--- src/rtl/mem_port_arbiter.sv ---
// Arbitrates instruction fetch and data access onto one single-ported memory, with region/alignment checks.
// Latency: gnt is combinational in IDLE and rvalid follows one cycle later. Backpressure: requesters hold until gnt; responses are never stalled.
module mem_port_arbiter #(
  parameter int STARVE_LIMIT = 4,
  parameter int CNT_W        = 4
) (
  input  logic        clk,
  input  logic        rst_n,
  input  logic        if_req,
  input  logic [12:0] if_addr,
  output logic        if_gnt,
  output logic        if_rvalid,
  output logic [15:0] if_rdata,
  output logic        if_err,
  input  logic        dm_req,
  input  logic        dm_we,
  input  logic [13:0] dm_addr,
  input  logic [15:0] dm_wdata,
  output logic        dm_gnt,
  output logic        dm_rvalid,
  output logic [15:0] dm_rdata,
  output logic        dm_err,
  output logic [13:0] mem_addr,
  output logic [15:0] mem_wdata,
  output logic        mem_we,
  input  logic [15:0] mem_rdata
);

  typedef enum logic {IDLE, RESP} state_t;

  localparam logic [CNT_W-1:0] LIMIT   = CNT_W'(STARVE_LIMIT);
  localparam logic [CNT_W-1:0] CNT_MAX = '1;

  state_t           state;
  logic             owner_dm;
  logic             fault_q;
  logic             pass_q;
  logic [CNT_W-1:0] starve_cnt;

  logic if_legal, dm_legal, arb, pick_if, pick_dm, resp;

  assign if_legal = ~if_addr[0];
  assign dm_legal = dm_addr[13] & ~dm_addr[0];

  // rst_n gating keeps every output low while reset is asserted.
  assign arb     = rst_n && (state == IDLE);
  assign resp    = rst_n && (state == RESP);
  assign pick_if = arb && if_req && (!dm_req || (starve_cnt >= LIMIT));
  assign pick_dm = arb && dm_req && !pick_if;

  always_comb begin
    if_gnt    = pick_if;
    dm_gnt    = pick_dm;
    mem_addr  = '0;
    mem_we    = 1'b0;
    mem_wdata = '0;
    if (pick_if && if_legal) begin
      mem_addr = {1'b0, if_addr};
    end
    if (pick_dm && dm_legal) begin
      mem_addr  = dm_addr;
      mem_we    = dm_we;
      mem_wdata = dm_wdata;
    end
    if_rvalid = resp && !owner_dm;
    dm_rvalid = resp && owner_dm;
    if_err    = if_rvalid && fault_q;
    dm_err    = dm_rvalid && fault_q;
    if_rdata  = (if_rvalid && pass_q) ? mem_rdata : '0;
    dm_rdata  = (dm_rvalid && pass_q) ? mem_rdata : '0;
  end

  always_ff @(posedge clk or negedge rst_n) begin
    if (!rst_n) begin
      state      <= IDLE;
      owner_dm   <= 1'b0;
      fault_q    <= 1'b0;
      pass_q     <= 1'b0;
      starve_cnt <= '0;
    end else begin
      case (state)
        IDLE: begin
          if (pick_if || pick_dm) begin
            state    <= RESP;
            owner_dm <= pick_dm;
            fault_q  <= pick_dm ? !dm_legal : !if_legal;
            pass_q   <= pick_dm ? (dm_legal && !dm_we) : if_legal;
          end
        end
        default: state <= IDLE;
      endcase
      // Only arbitration (IDLE) cycles count as lost; a waiting fetch holds its count through RESP.
      if (!if_req || pick_if) begin
        starve_cnt <= '0;
      end else if (state == IDLE && starve_cnt != CNT_MAX) begin
        starve_cnt <= starve_cnt + 1'b1;
      end
    end
  end

endmodule

--- config.mk ---
export PLATFORM = sky130hd
export DESIGN_NAME = mem_port_arbiter
export DESIGN_NICKNAME = d
export VERILOG_FILES = /design/src/rtl/mem_port_arbiter.sv
export SDC_FILE = /design/constraint.sdc
export NUM_CORES = 1
export LEC_CHECK = 0
export ABC_AREA = 1
export ABC_CLOCK_PERIOD_IN_PS = 2100
export CELL_PAD_IN_SITES_DETAIL_PLACEMENT = 1
export CELL_PAD_IN_SITES_GLOBAL_PLACEMENT = 1
export CORE_AREA = 2 2 102 75
export CTS_CLUSTER_DIAMETER = 30
export DETAILED_ROUTE_END_ITERATION = 8
export DIE_AREA = 0 0 104 77
export PLACE_DENSITY_LB_ADDON = 0.1
export SYNTH_ARGS = -nofsm -noshare
export SYNTH_HDL_FRONTEND = slang
export SYNTH_SLANG_ARGS = --single-unit
--- constraint.sdc ---
create_clock -name clk -period 2.1 [get_ports clk]
set_input_delay 0.42 -clock clk [delete_from_list [all_inputs] [get_ports clk]]
set_output_delay 0.42 -clock clk [all_outputs]
set_load 0.02 [all_outputs]
# After elaboration in Yosys (flattened, before gate mapping)

Cells that the tools add are included.

Add/subtract/negate cells: 1
$mul: 0
Divide/modulo/power cells: 0
Magnitude comparators: 1
Eq/ne operators: 1
Shifts and indexed selects: 0
Muxes and demuxes: 12
Bitwise gates (word level): 4
Reductions and logical operators: 27

Operator list:

| operator            | number |
|---|---|
| $mux 16             | 3 |
| $logic_and 1x1->1   | 16 |
| $mux 14             | 1 |
| $mux 13             | 1 |
| $mux 4              | 2 |
| $logic_not 1->1     | 6 |
| $mux 1              | 5 |
| $add 4x1->4 const B | 1 |
| $ge 4x3->1 const B  | 1 |
| $ne 4x4->1 const B  | 1 |
| $logic_or 1x1->1    | 3 |
| $not 1->1           | 3 |
| $reduce_and 2->1    | 1 |
| $reduce_bool 2->1   | 1 |
| $and 1x1->1         | 1 |

Register bits after elaboration: 8
Latch bits: 0
RAM bits: 0
ROM bits: 0
Bits of input ports: 64
Output and inout bits: 69
Logic and storage cells: 51
Memories: 0

# Logic depth before layout (Yosys ltp)

Word-level depth: 9
Gate-level depth with buffers: 9
Gate-level depth less buffers: 9

# Worst setup path after synthesis

No wires, ideal clock.

Path kind: reg2out
Start: reg state
End: out if_rdata[10]
Arrival: 1441 ps
Required time: 1680 ps
Slack: 239 ps
Cell stages (with the launch flop): 6
Buffers on the path: 1
Path through: dfrtp_1 -> inv_4 -> nor3_2 -> nand2_2 -> buf_2 -> nor2_1

Word-level cells in the longest chain between the ends: 4

Ends and longest elaborated chain:

| element                | RTL line | RTL |
|---|---|---|
| start, declared        | 34       | `state_t state;` |
| start signal, assigned | 75       | `state <= IDLE;` |
| start signal, assigned | 84       | `state <= RESP;` |
| start signal, assigned | 90       | `default: state <= IDLE;` |
| $logic_and 1x1->1      | 47       | `assign resp = rst_n && (state == RESP);` |
| $logic_and 1x1->1      | 65       | `if_rvalid = resp && !owner_dm;` |
| via if_rvalid          | 12       | `output logic if_rvalid,` |
| $logic_and 1x1->1      | 69       | `if_rdata = (if_rvalid && pass_q) ? mem_rdata : '0;` |
| $mux 16                | 69       |  |
| end, declared          | 13       | `output logic [15:0] if_rdata,` |

The timed path passes the listed nets, and every way through them passes these cells.

# Final worst setup path

Start: in dm_addr[0]
End: out mem_addr[9]

Word-level cells in the longest chain between the ends: 4

Ends and longest elaborated chain:

| element           | RTL line | RTL |
|---|---|---|
| start, declared   | 17       | `input logic [13:0] dm_addr,` |
| $not 1->1         | 43       | `assign dm_legal = dm_addr[13] & ~dm_addr[0];` |
| $and 1x1->1       | 43       |  |
| $logic_and 1x1->1 | 60       | `if (pick_dm && dm_legal) begin` |
| $mux 14           | 60       |  |
| end, declared     | 23       | `output logic [13:0] mem_addr,` |

No other way between the ends.

==> metrics.md <==
| Metric | Value |
|---|---|
| Status | finished, final reports clean |
| Syn Std Cell Area | 0.00102 mm² |
| Worst-Skew Late Latency | 230 ps |
| Skew final | 4.10 ps |
| Critical path endpoint category | output pin |
| Post-synthesis simple-gate area fraction | 52.5% |
| WL final | between 4000 and 5000 µm |
| RSZ-0062 raised after global routing | no |
| Final hold violation count | 0 |
| #FFs+latches synth | 8 |
| ANT nets after route | 0 |
| Avg WL per Cell | about 11 µm |
| Cell Rows | 26 |
| Post-DP HPWL | 4250 µm |
| Nets | 415 |
| Startpoint class of the critical path | primary input |
| Vias per cell | approximately 3.7 |
| Clock sink count | 8 |
| Worst IR Drop VDD | between 150 and 200 µV |
| Synth Area in Compound Gates | between 2 and 3% |
| Hold Worst Slack | 272 ps |
| Slew Limit Fails | 0 |
| Worst setup path startpoint | dm_addr[0] |
| Die extent in y | between 70 and 80 µm |
| Port Buf Inserts | 131 |
| Hold-fix buffers at CTS | 0 |
| Post-synthesis mux area share | 0% |
| Reg clk slew, reported paths | 40 ps |
| Reg2reg end | fault_q |
| Crit Path Max Fanout | 7 |
| CP Data Required Time | 1680 ps |
| Syn_nets | ~260 |
| P_leak | roughly 1.5 nW |
| Post-Syn Instances | 197 |
| Vias post-DR | about 1,700 |
| 1st-iter DRT viols | 26 |
| Post-synthesis xor/xnor area fraction | 0% |
| Clock root buffer | clkbuf_8 |
| Ant diodes | 0 |
| Post-route DRC | 0 |
| Die ar. | about 0.008 mm² |
| CTS tree | yes |
| Setup Crit Path Kind | primary input to output pin |
| First-pass GRT wire length | between 7000 and 8000 µm |
| Antenna violations before repair | 0 |
| Largest family of logic cells by synthesized area | simple AND/OR/NAND/NOR gates |
| Setup violators final | 0 |
| R2R cell count | 10 |
| Starting density of the core | between 10% and 20% |
| Worst hold-check path type | primary input to async pin |
| Tmin final | 2010 ps |
| Crit path cell chain | clkdlybuf4s50_1 > nor2_2 > buf_6 > nand3_4 > buf_8 > inv_8 > nand2_1 > nand2_1 > buf_6 |
| Final period utilization | between 90% and 100% |
| Initial DRT Pass Iterations | 3 |
| Sequential fraction of the synthesis area | 19.6% |
| Average size of a mapped cell | 5.18 µm² |
| Share of layout cells above drive strength 1 | 28.4% |
| Pwr Density | 301 mW/mm² |
| I/O Pins | between 100 and 150 |
| Overall Global Routing Usage | 12.1% |
| H-tree levels | 1 |
| CTS Buffer Depth | 2 |
| Routability Congestion | roughly 0.72 |
| Yosys warns | 0 |
| RR Startpoint | state |
| Core area | approximately 0.0070 mm² |
| Netlist cell types | 26 |
| Die width | ~100 µm |
| Largest net degree at the start of global routing | 18 |
| Max cap viols | 0 |
| Grt ovf | 0 |
| Crit path max-delay cell type | clkdlybuf4s50_1 |
| Vias in the first global route | approximately 1,700 |
| Worst R2R Setup Slack | roughly 660 ps |
| Fmax | about 0.5 GHz |
| Crit path DAT | roughly 1600 ps |
| Largest stage delay, worst path | between 400 and 500 ps |
| Num CTS Buffers | 3 |
| Non-Filler Instances | 446 |
| Dpl cells | ~440 |
| Synthesis-to-layout area growth | 143% |
| Adder-Cell Fraction of Synth Area | 1.23% |
==> final cells by class <==
cell class	instances	area (µm²)
Clock buffer	3	41.3
Fill cell	939	4550
Inverter	52	210
Multi-Input combinational cell	131	618
Sequential cell	8	200
Tap cell	98	123
Timing Repair Buffer	153	1270
Timing Repair inverter	1	11.3
==> cell usage after synthesis (all sizes together) <==
library cell | count | area, µm²
nor2 | 62 | 240
inv | 51 | 194
nand2 | 51 | 206
dfrtp | 8 | 200
buf | 6 | 41.3
nor3 | 4 | 36.3
a21oi | 3 | 15.0
nand3 | 3 | 32.5
o21ai | 3 | 15.0
nor4 | 2 | 12.5
clkinv | 1 | 3.75
conb | 1 | 3.75
ha | 1 | 12.5
nand3b | 1 | 7.51
==> metrics by stage <==
step | power [mW] | worst slack (ps) | setup TNS, ps | util, % | instance area [µm²]
after floorplan | 0.343 | 239 | 0 | - | 1020
after global placement | 0.570 | -699 | -41310 | 36.4 | 2560
after detailed placement | 0.574 | -718 | -42880 | 36.4 | 2560
after CTS | 0.752 | -5.76 | -20.2 | 35.3 | 2480
after global routing | 0.801 | 0.675 | 0 | 35.3 | 2480
final | 0.746 | 94.7 | 0 | 35.3 | 2480
==> flip-flops by register name (all words and copies together) (netlist names) <==
name	cells
starve_cnt	4
owner_dm	1
fault_q	1
pass_q	1
state	1
==> cells in the final DEF (no fill, tap or decap), types with 2 or more instances in the layout <==
cell type	count
clkdlybuf4s50_1	59
nor2_1	58
inv_1	46
nand2_1	44
buf_4	29
clkbuf_2	22
dlygate4sd2_1	16
buf_2	16
dfrtp_1	8
buf_6	5
nand2_4	4
inv_2	3
nand2_2	3
nor2_2	3
a21oi_1	3
clkbuf_8	3
nor3_4	2
nor4_1	2
o21ai_1	2
nor3_1	2
clkdlybuf4s15_1	2
==> logic make-up (layout without fill, tap and decap cells) <==
logic type / after synthesis / in the layout
flip-flops: 8 / 8
AO/OA/AOI/OAI: 6 / 6
AND/OR/NAND/NOR: 123 / 123
other: 1 / 1
buffers and inverters: 58 / 209
adder cells (fa/ha/maj): 1 / 1
==> critical path: cells and delay by family <==
family	cells	cell delay [ps]
buffers and inverters	5	860
and+or+nand+nor	4	290
==> per-layer routing <==
| metal | GRT usage (%) | vias up | wire, µm |
|---|---|---|---|
| met5 | 0 | - | 0 |
| met4 | 2.43 | 0 | 44 |
| met3 | 3.66 | 4 | 525 |
| met2 | 20.8 | 96 | 2050 |
| met1 | 15.0 | 711 | 2340 |
| li1 | - | 857 | - |
==> how the worst max path moves through the flow <==
stage          slack, ps      endpoint
6_report              90   mem_addr[9]
5_1_grt              0.7  dm_rdata[12]
4_1_cts               -6   mem_addr[9]
3_5_place_dp        -720   dm_rdata[3]
3_3_place_gp        -700   dm_rdata[3]
2_1_floorplan        240  if_rdata[10]
==> power breakdown <==
group          switching (mW)  total (mW)  internal, mW
combinational           0.173       0.366         0.193
clock                  0.0608       0.185         0.124
sequential             0.0205       0.195         0.174
total                   0.254       0.746         0.492
==> repair_timing <==
action | 4_1_cts | 5_1_grt
cloned | 1 | 0
resized for setup | 181 | 69
pin swaps | 2 | 3
setup buffers | 3 | 1
setup endpoints to repair | 68 | 60
No activity file was read; power rests on OpenSTA's default activity.
